--- src/rtl/risc_pkg.sv ---
// Shared definitions for the memory arbiter slice:
// FSM state encodings, port indices and default bus widths.
package risc_pkg;

    localparam int AWIDTH_DEF = 5;
    localparam int DWIDTH_DEF = 8;

    typedef enum logic [1:0] {
        ST_IDLE   = 2'd0,
        ST_ACCESS = 2'd1,
        ST_TURN   = 2'd2
    } state_t;

    localparam logic PORT_C = 1'b0;
    localparam logic PORT_L = 1'b1;

endpackage

--- src/rtl/arb_pick.sv ---
// Two-way request picker: returns a one-hot winner
// from the req vector, the served-port mask and last_gnt.
module arb_pick
    import risc_pkg::*;
#(
    parameter bit CPU_PRIORITY = 1'b0
) (
    input  logic [1:0] req,
    input  logic [1:0] mask,
    input  logic       last_gnt,
    output logic [1:0] win
);

    logic [1:0] cand;

    // Mask steers away from the port just served; a lone
    // requester still wins so it can stream back-to-back.
    always_comb begin
        cand = req & ~mask;
        if (cand == 2'b00) begin
            cand = req;
        end
        win = 2'b00;
        if (CPU_PRIORITY) begin
            if (req[PORT_C]) begin
                win[PORT_C] = 1'b1;
            end else if (req[PORT_L]) begin
                win[PORT_L] = 1'b1;
            end
        end else if (cand == 2'b11) begin
            win = (last_gnt == PORT_C) ? 2'b10 : 2'b01;
        end else begin
            win = cand;
        end
    end

endmodule

--- src/rtl/mem_arbiter.sv ---
// Serialises CPU and loader accesses onto the shared memory,
// drives strobes/address/data and returns captured read data.
module mem_arbiter
    import risc_pkg::*;
#(
    parameter int AWIDTH       = AWIDTH_DEF,
    parameter int DWIDTH       = DWIDTH_DEF,
    parameter bit CPU_PRIORITY = 1'b0
) (
    input  logic              clk,
    input  logic              rst,
    input  logic              c_req,
    input  logic              c_we,
    input  logic [AWIDTH-1:0] c_addr,
    input  logic [DWIDTH-1:0] c_wdata,
    output logic              c_gnt,
    output logic              c_rvalid,
    input  logic              l_req,
    input  logic              l_we,
    input  logic [AWIDTH-1:0] l_addr,
    input  logic [DWIDTH-1:0] l_wdata,
    output logic              l_gnt,
    output logic              l_rvalid,
    output logic [DWIDTH-1:0] rdata,
    output logic              mem_rd,
    output logic              mem_wr,
    output logic [AWIDTH-1:0] mem_addr,
    output logic [DWIDTH-1:0] mem_wdata,
    output logic              mem_data_e,
    input  logic [DWIDTH-1:0] mem_rdata,
    output logic              busy
);

    state_t            state;
    state_t            state_n;
    logic              last_gnt;
    logic              last_gnt_n;
    logic [1:0]        req;
    logic [1:0]        mask;
    logic [1:0]        win;
    logic              grant_ok;
    logic              go;
    logic              sel_l;
    logic              sel_we;
    logic              rd_done;
    logic              c_gnt_n;
    logic              l_gnt_n;
    logic              c_rvalid_n;
    logic              l_rvalid_n;
    logic [DWIDTH-1:0] rdata_n;
    logic              mem_rd_n;
    logic              mem_wr_n;
    logic [AWIDTH-1:0] mem_addr_n;
    logic [DWIDTH-1:0] mem_wdata_n;
    logic              busy_n;

    assign req      = {l_req, c_req};
    assign mask     = (state == ST_ACCESS) ? {l_gnt, c_gnt} : 2'b00;
    assign grant_ok = (state == ST_IDLE) ||
                      ((state == ST_ACCESS) && !mem_wr);
    assign go       = grant_ok && (win != 2'b00);

    arb_pick #(
        .CPU_PRIORITY (CPU_PRIORITY)
    ) u_pick (
        .req      (req),
        .mask     (mask),
        .last_gnt (last_gnt),
        .win      (win)
    );

    // State register
    always_ff @(posedge clk or negedge rst) begin
        if (!rst) begin
            state <= ST_IDLE;
        end else begin
            state <= state_n;
        end
    end

    // Next state: writes always pay a TURN cycle
    always_comb begin
        state_n = ST_IDLE;
        unique case (state)
            ST_IDLE: begin
                state_n = go ? ST_ACCESS : ST_IDLE;
            end
            ST_ACCESS: begin
                if (mem_wr) begin
                    state_n = ST_TURN;
                end else begin
                    state_n = go ? ST_ACCESS : ST_IDLE;
                end
            end
            ST_TURN: begin
                state_n = ST_IDLE;
            end
            default: begin
                state_n = ST_IDLE;
            end
        endcase
    end

    // Next output values for the coming cycle
    always_comb begin
        sel_l       = win[PORT_L];
        sel_we      = sel_l ? l_we : c_we;
        c_gnt_n     = go & win[PORT_C];
        l_gnt_n     = go & sel_l;
        mem_rd_n    = go & ~sel_we;
        mem_wr_n    = go & sel_we;
        mem_addr_n  = mem_addr;
        mem_wdata_n = mem_wdata;
        if (go) begin
            mem_addr_n  = sel_l ? l_addr : c_addr;
            mem_wdata_n = sel_l ? l_wdata : c_wdata;
        end
        rd_done    = (state == ST_ACCESS) & mem_rd;
        c_rvalid_n = rd_done & c_gnt;
        l_rvalid_n = rd_done & l_gnt;
        rdata_n    = rd_done ? mem_rdata : rdata;
        busy_n     = (state_n != ST_IDLE);
        last_gnt_n = go ? sel_l : last_gnt;
    end

    // Output and arbitration-history registers
    always_ff @(posedge clk or negedge rst) begin
        if (!rst) begin
            c_gnt      <= 1'b0;
            l_gnt      <= 1'b0;
            c_rvalid   <= 1'b0;
            l_rvalid   <= 1'b0;
            rdata      <= '0;
            mem_rd     <= 1'b0;
            mem_wr     <= 1'b0;
            mem_data_e <= 1'b0;
            mem_addr   <= '0;
            mem_wdata  <= '0;
            busy       <= 1'b0;
            last_gnt   <= PORT_L;
        end else begin
            c_gnt      <= c_gnt_n;
            l_gnt      <= l_gnt_n;
            c_rvalid   <= c_rvalid_n;
            l_rvalid   <= l_rvalid_n;
            rdata      <= rdata_n;
            mem_rd     <= mem_rd_n;
            mem_wr     <= mem_wr_n;
            mem_data_e <= mem_wr_n;
            mem_addr   <= mem_addr_n;
            mem_wdata  <= mem_wdata_n;
            busy       <= busy_n;
            last_gnt   <= last_gnt_n;
        end
    end

endmodule

--- config.mk ---
export PLATFORM = sky130hd
export DESIGN_NAME = mem_arbiter
export DESIGN_NICKNAME = d
export VERILOG_FILES = /design/src/rtl/risc_pkg.sv /design/src/rtl/arb_pick.sv /design/src/rtl/mem_arbiter.sv
export SDC_FILE = /design/constraint.sdc
export NUM_CORES = 1
export LEC_CHECK = 0
export ABC_CLOCK_PERIOD_IN_PS = 2100
export BUFFER_PORTS_ARGS = -buffer_cell sky130_fd_sc_hd__buf_2
export CORE_MARGIN = 10
export CORE_UTILIZATION = 44
export DETAILED_ROUTE_END_ITERATION = 7
export MAX_ROUTING_LAYER = met4
export PLACE_DENSITY = 0.78
export SYNTH_ARGS = -nofsm -noshare
export SYNTH_HDL_FRONTEND = slang
export SYNTH_SLANG_ARGS = --single-unit
--- constraint.sdc ---
create_clock -name clk -period 2.1 [get_ports clk]
set_input_delay 0.21 -clock clk [delete_from_list [all_inputs] [get_ports clk]]
set_output_delay 0.21 -clock clk [all_outputs]
set_load 0.005 [all_outputs]
# == Word level (Yosys, flattened, before mapping) ==
# Index checks and enable logic that the tools add are counted.
# word_totals
output_inout_bits,29
word_cells,42
regBits,31
# classes
reduce_logical,8
bitwise,10
muxes,10
n_eq_ne,2
# ops
op,n
2-to-1 mux 2 bit,5
2-to-1 mux 8 bit,1
bitwise AND 1 bit,7
2-to-1 mux 5 bit,1
zero test 2 bit,2
case mux 2 bit (2 select lines),1
nonzero test 2 bit,2
bitwise AND 2 bit,1
"== test 2 x 1 -> 1 bit, second input constant",1
"== test 2 bit, second input constant",1
logical AND 1 bit,2
2-to-1 mux 1 bit,2
NOT 2 bit,1
zero test 1 bit,1
logical OR 1 bit,1
NOT 1 bit,1

# == Longest topological paths before layout ==
# Gate-level depths: netlist of the first run.
# depth
depth_word,14
mapped_depth,6
mapped_depth_nobuf,5

# == Modules after synthesis ==
# Synthesis of the first run repeated with hierarchy kept, for this count alone.
# unflattened
hier_cells,94
area_unflattened_um2,1420.1
# by_module_without_submodules
mod,area_per_inst_um2,cells_per_inst,instances
mem_arbiter,1362.6,87,1
arb_pick,57.6,7,1

# == Worst setup path before layout of the first run ==
# Ideal clock, no wire load.
# synth_path
path_type,register -> register
start,register c_gnt
end,register mem_addr[0]
stages_incl_launch_ff,6
arrival_ns,1.358
setup_slack_ns,0.617
t_required_ns,1.974
path_cell_list,dfrtp_1 and4bb_1 o221ai_4 buf_12 mux2i_1 a21oi_1
# synth_between
elab_chain_cells,9
elab_cells_between_ends,10
cone_classes,1 x eq/ne; 4 x mux; 2 x bitwise; 3 x reduce/logical
# synth_rtl
item,line,rtl
from (decl),mem_arbiter.sv:16,"output logic c_gnt,"
from (signal assigned),mem_arbiter.sv:142,c_gnt <= c_gnt_n;
2-to-1 mux 2 bit (*),mem_arbiter.sv:58,"assign mask = (state == ST_ACCESS) ? {l_gnt, c_gnt} : 2'b00;"
NOT 2 bit (*),arb_pick.sv:19,cand = req & ~mask;
bitwise AND 2 bit (*),arb_pick.sv:19,
zero test 2 bit,arb_pick.sv:20,if (cand == 2'b00) begin
2-to-1 mux 2 bit (*),arb_pick.sv:20,
== test 2 bit,arb_pick.sv:30,end else if (cand == 2'b11) begin
2-to-1 mux 2 bit (*),arb_pick.sv:30,
nonzero test 2 bit,mem_arbiter.sv:61,assign go = grant_ok && (win != 2'b00);
logical AND 1 bit,mem_arbiter.sv:61,
to (signal assigned),mem_arbiter.sv:150,mem_addr <= mem_addr_n;
to (decl),mem_arbiter.sv:27,"output logic [AWIDTH-1:0] mem_addr,"
# Every way passes the cells marked *; elsewhere a longest branch is shown, timed or not.
# A chain may end at the register's enable or synchronous reset.

# == Worst setup path after layout of the first run ==
# layout_path
start,register state[0]
end,register mem_wdata[5]
# layout_between
elab_chain_cells,10
elab_cells_between_ends,14
cone_classes,2 x eq/ne; 4 x mux; 2 x bitwise; 6 x reduce/logical
# layout_rtl
item,line,rtl
from (decl),mem_arbiter.sv:34,state_t state;
from (signal assigned),mem_arbiter.sv:77,state <= state_n;
== test 2 x 1 -> 1 bit,"mem_arbiter.sv:58, mem_arbiter.sv:60",
2-to-1 mux 2 bit,mem_arbiter.sv:58,
NOT 2 bit,arb_pick.sv:19,
bitwise AND 2 bit,arb_pick.sv:19,
zero test 2 bit,arb_pick.sv:20,
2-to-1 mux 2 bit,arb_pick.sv:20,
== test 2 bit,arb_pick.sv:30,
2-to-1 mux 2 bit,arb_pick.sv:30,
nonzero test 2 bit,mem_arbiter.sv:61,
logical AND 1 bit,mem_arbiter.sv:61,
to (signal assigned),mem_arbiter.sv:151,mem_wdata <= mem_wdata_n;
to (decl),mem_arbiter.sv:28,"output logic [DWIDTH-1:0] mem_wdata,"
# Parallel ways exist; a longest one is shown, timed or not.

==> results of run 1 <==
metrics by stage:
stage               std cells  util [%]  setup slack, ps
floorplan                 106         -              617
global placement          201      59.2              460
detailed placement        201      59.2              368
CTS                       210      62.0              345
global route              210      62.0             98.1
finish                    210      62.0              320
layout by cell type, fill, tap and decap left out, drive strengths merged:
master,count
dlygate4sd3,1
buf,69
nand4b,1
mux2,8
and4bb,1
inv,2
and3,2
clkbuf,8
or2,1
o221ai,1
and2b,1
o21ai,2
dfrtp,30
a21o,1
nand2,2
o211a,1
and2,2
mux2i,14
dfstp,1
nor2b,1
nor2,15
a21oi,15
critical path, delay by kind of cell, from the launching register on:
family,cells,cell delay (ps)
buf+inv,1,640
flops,1,420
simple gates,1,100
compound gates,3,540
logic make-up after synthesis:
kind of cell	Yosys count	share of synthesized area (%)
AO/OA/AOI/OAI	20	9.79
buffers and inverters	7	3.71
multiplexers	22	17.5
AND/OR/NAND/NOR	26	9.98
flip-flops	31	59.0
layout make-up:
cell class                      count  area, sq um
Clock buffer                        8         68.8
Sequential cell                    31          777
Timing Repair Buffer               70          358
Multi-Input combinational cell     68          490
Tap cell                           31         38.8
Fill cell                         252         1060
Inverter                            2         7.51
flip-flops by register name, indices dropped and copies added (netlist names), 2 cells and up:
| signal | cells |
|---|---|
| mem_wdata | 8 |
| rdata | 8 |
| mem_addr | 5 |
| state | 2 |
metal layers:
layer | GRT usage (%) | vias to the layer above | routed length, um
li1 | - | 508 | -
met1 | 13.4 | 493 | 1360
met2 | 20.1 | 46 | 1690
met3 | 5.12 | 6 | 299
met4 | 5.04 | 0 | 32
met5 | - | - | 0
power groups by stage:
stage               registers (mW)  clock network, mW  logic, mW
finish                       0.981              0.390      0.754
detailed placement           0.992                  0      0.772
CTS                          0.981              0.400      0.774
global route                  1.01              0.424      0.844
floorplan                    0.998                  0      0.405
global placement             0.977                  0      0.741
worst paths after layout:
kind | to | slack (ps) | cells after the start
min reg2reg | rdata[6] | 510 | 1
max in group asynchronous | mem_addr[4] | 1210 | 2
max | mem_wdata[5] | 320 | 5
min in group asynchronous | c_gnt | 450 | 2
min | rdata[4] | 110 | 2
max reg2reg | mem_wdata[5] | 320 | 5
==> impl_results.md, run 1 <==
- Largest net degree at the start of global routing: 32
- Final ANT Viol Nets: 0
- CP dominant cell by count: a21oi_1
- Worst-Margin Slew: 794 ps
- Critical Path Start: state[0]
- Boundary Pins: 69
- Post-synthesis cell count: 106
- DR DRC count: 0
- Worst min path class: primary input to register
- Nets@finish: 218
- Routed vias: 1053
- DP HPWL: 2730 um
- Final Cycle Share: 84.7%
- Total global-route track usage: 12.5%
- Worst Path Required: 2340 ps
- FP Rows: 19
- Vias per Instance: 5.01
- Crit. End Element: register
- Pwr/cell area: 1220 mW/mm^2
- Dpl cell area: 0.00166 sq mm
- Placer congestion estimate: 0.862
- Clock Power Share: 18.4%
- Yosys top cell by area: dfrtp_1
- Flop pwr share: 46.2%
- Worst path cell trace: a21oi_1, o21ai_0, inv_1, nor2_1, a21oi_1
- Starting Density: 46.9%
- CTS tree: built
- Final setup vio count: 0
- Power Internal: 1.42 mW
- Tot Pwr: 2.13 mW
- Wire per inst: 16.1 um
- Peak supply drop: 652 uV
- H-tree depth: 2
- Synthesis Warnings: 0
- Min Hold Slack: 112 ps
- Synth top cells by count: 30 x dfrtp_1, 15 x a21oi_1, 15 x nor2_1
- NetSw: 0.701 mW
- Post-Route WL: 3380 um
- CP Launch Type: register
- Pleak: 0.927 nW
- RSZ-0062 raised after global routing: false
- Clock tree buffer depth: 2
- Cts hold-fix bufs: 1
- Critical Path Max Stage Delay: 640 ps
- Core ar.: 0.00281 sq mm
- DRT Pass-1 Iters: 4
- Slowest CP cell: inv_1
- Post-route cell area: 0.00174 sq mm
- Num CTS Buffers: 5
- Syn Area/Cell: 12.4 sq um
- Global route total overflow: 0
- Combinational power share: 35.5%
- Setup repair bufs after CTS: 0
- Sequential area share after synthesis: 59.0%
- Layout area overhead: 32.2%
- Clock net sink count: 31
- Dominant synthesized flop cell: dfrtp_1
- Setup TNS: 0 ps
- Fin. Hold Viols: 0
- Antenna Cells: 0
- Critical Path Fanout Max: 29
- Synth unique cells: 23
- Most frequent cell after synthesis: dfrtp_1
- Worst r2r src: state[0]
- WS Path Type: register to register
- Hold path startpoint: mem_rdata[4]
- Max Slew Vio Count: 0
- Clock transition at the registers of the reported paths: 90 ps
- Post-CTS Resized: 0
- Root Buffer Master: clkbuf_4
- # Max-Cap Violations: 0
- Status: completed
- Tmin final: 1780 ps
- Flop and latch count out of synthesis: 31
- Post-synth ARST share: 100%
- Sw frac: 33.0%
- First-pass GRT wire length: 5180 um
- Later-pin clock latency in the skew report: 320 ps
- Buffers on Ports: 68
- Die ar.: 0.00558 sq mm
- Final clock skew: 6.42 ps
- Initial antenna violation count: 0
- Ratio of cells with drive above 1 in the final layout: 49.2%
- Yosys top cell area share: 57.0%
- Initial DRC count: 60
- DIE HEIGHT: 74.7 um
- WP data arrival: 2020 ps
- Synth area leaders: dfrtp_1 57%, mux2i_1 11%, mux2_2 6.8%, a21oi_1 5.7%, nor2_1 4.3%
- Width of the chip: 74.7 um
- Vias in the first global route: 1151
- Syn Std Cell Area: 0.00132 sq mm
- Post-Synthesis Net Count: 146
- Post-synth EDFFs: 0
- Max_slew headroom: 47.0%
- FMAX: 562 MHz
Power figures use the tool's default switching activity.
==> run 2: changes to the inputs <==
--- a/config.mk
+++ b/config.mk
@@ -5,13 +5,13 @@
 export SDC_FILE = /design/constraint.sdc
 export NUM_CORES = 1
 export LEC_CHECK = 0
-export ABC_CLOCK_PERIOD_IN_PS = 2100
+export ABC_CLOCK_PERIOD_IN_PS = 1600
 export BUFFER_PORTS_ARGS = -buffer_cell sky130_fd_sc_hd__buf_2
 export CORE_MARGIN = 10
-export CORE_UTILIZATION = 44
+export CORE_UTILIZATION = 40
 export DETAILED_ROUTE_END_ITERATION = 7
 export MAX_ROUTING_LAYER = met4
-export PLACE_DENSITY = 0.78
+export PLACE_DENSITY = 0.75
 export SYNTH_ARGS = -nofsm -noshare
 export SYNTH_HDL_FRONTEND = slang
 export SYNTH_SLANG_ARGS = --single-unit
==> constraint.sdc (replaced) <==
create_clock -name clk -period 1.6 [get_ports clk]
set_input_delay 0.16 -clock clk [delete_from_list [all_inputs] [get_ports clk]]
set_output_delay 0.16 -clock clk [all_outputs]
set_load 0.005 [all_outputs]
==> impl_results.md, run 2 (synthesis gave the netlist of run 1 again) <==
- Status: completed
- NetSw: 0.936 mW
- Tmin final: 1520 ps
- CTS tree: built
- Post-Route WL: 3310 um
- DR DRC count: 0
- Worst min path class: primary input to register
- Sw frac: 33.8%
- Biggest regs: mem_wdata: 8 flops, rdata: 8 flops, mem_addr: 5 flops
- CP Launch Type: register
- Worst Path Required: 1870 ps
- Met3 Track Usage GR: 7.14%
- Later-pin clock latency in the skew report: 330 ps
- Combinational power share: 38.5%
- CP top delay family: simple AND/OR/NAND/NOR gates
- Vias in the first global route: 1222
- Fin. Hold Viols: 0
- GR Util met1: 12.5%
- Slowest CP cell: dfrtp_1
- Max Slew Vio Count: 0
- Critical Path Fanout Max: 11
- H-tree depth: 2
- Global route total overflow: 0
- Worst-Margin Slew: 662 ps
- Peak supply drop: 752 uV
- Tot Pwr: 2.77 mW
- DP HPWL: 2710 um
- Clock transition at the registers of the reported paths: 100 ps
- WS Path Type: register to register
- First-pass GRT wire length: 5620 um
- # Max-Cap Violations: 0
- Critical Path Max Stage Delay: 410 ps
- Layout area overhead: 36.6%
- Multi-input gate area: 490 sq um
- DRT Pass-1 Iters: 4
- DIE HEIGHT: 77.4 um
- Initial antenna violation count: 0
- FP Rows: 20
- Vias per Instance: 4.73
- Wire per inst: 14.5 um
- Antenna Cells: 0
- Setup TNS: 0 ps
- Routing usage on met2: 17.8%
- Power Internal: 1.83 mW
- Final setup vio count: 0
- Num CTS Buffers: 5
- Crit path buffers/inverters: 1
- Initial DRC count: 43
- Flop pwr share: 45.8%
- Gr busiest metal: met2
- Root Buffer Master: clkbuf_4
- RSZ-0062 raised after global routing: false
- Final ANT Viol Nets: 0
- Leading cell type in the layout, fill and taps excluded: buf_2
- Worst path cell trace: nand4b_1, o221ai_4, buf_12, mux2i_1, and2_1
- Final clock skew: 4.10 ps
- Buffers on Ports: 68
- Clock net sink count: 31
- Largest net degree at the start of global routing: 32
- FF/Latch Area: 777 sq um
- Boundary Pins: 69
- Clock tree buffer depth: 2
- Pleak: 0.956 nW
- Core ar.: 0.00310 sq mm
- Ratio of cells with drive above 1 in the final layout: 51.4%
- FMAX: 657 MHz
- Most frequent cells in the layout: 68 x buf_2, 30 x dfrtp_1, 15 x a21oi_1, 15 x nor2_1, 14 x mux2i_1
- Post-CTS Resized: 0
- Nets@finish: 224
- Filler cells: 287
- Width of the chip: 77.4 um
- Die ar.: 0.00599 sq mm
- Total global-route track usage: 11.7%
- WP data arrival: 1800 ps
- Starting Density: 42.4%
- Crit. End Element: register
- Routed vias: 1083
- Max_slew headroom: 55.9%
- Final Cycle Share: 95.1%
- Pwr/cell area: 1540 mW/mm^2
- Clock Power Share: 15.6%
- Placer congestion estimate: 0.741
-- run 2: final timing paths --
| path | start | slack, ps | depth (start not counted) | to |
|---|---|---|---|---|
| setup / recovery | state[1] | 80 | 5 | mem_rd |
| hold / removal | mem_rdata[5] | 50 | 2 | rdata[5] |
| setup reg to reg | state[1] | 80 | 5 | mem_rd |
| hold reg to reg | rdata[3] | 510 | 1 | rdata[3] |
| max in group asynchronous | rst | 790 | 2 | mem_wdata[3] |
| min in group asynchronous | rst | 390 | 2 | busy |
-- run 2: power by group through the flow --
stage / sequential, mW / clock, mW / combinational, mW
floorplan: 1.31 / 0 / 0.531
global placement: 1.26 / 0 / 1.06
detailed placement: 1.29 / 0 / 1.09
CTS: 1.27 / 0.449 / 1.09
global route: 1.32 / 0.494 / 1.20
finish: 1.27 / 0.433 / 1.07
-- run 2: layer usage --
metal  vias to the layer above  wire length, um
li1                        531                -
met1                       489             1430
met2                        58             1450
met3                         5              393
met4                         0               40
met5                         -                0
-- run 2: layout make-up --
type,instances,area share [%]
clock buffers,5,2.09
clock inverters,3,0.835
inverters,2,0.418
multi-input cells,68,27.3
flip-flops and latches,31,43.2
well taps,44,3.06
repair buffers,76,23.1
-- run 2: per-stage QoR --
stage | area (sq um) | utilization (%) | instances | worst slack, ps | hold slack (ps)
floorplan | 1320 | - | 106 | 117 | -136
global placement | 1730 | 55.7 | 219 | 166 | 227
detailed placement | 1730 | 55.7 | 219 | 77.1 | 237
CTS | 1790 | 57.7 | 228 | 52.5 | 46.1
global route | 1800 | 57.9 | 229 | 0.560 | 32.7
finish | 1800 | 57.9 | 229 | 78.0 | 51.2
-- run 2: worst reg2reg max path, cell delays in order, from the launching register on --
cell and delay (ps):
dfrtp_1 410, nand4b_1 270, o221ai_4 260, buf_12 180, mux2i_1 210, and2_1 140
-- run 2: timing repair --
item / in CTS / in global routing
hold buffers: 1 / 0
setup buffers: 0 / 1
endpoints found under the setup margin: 0 / 3
hold endpoints to repair: 30 / 0
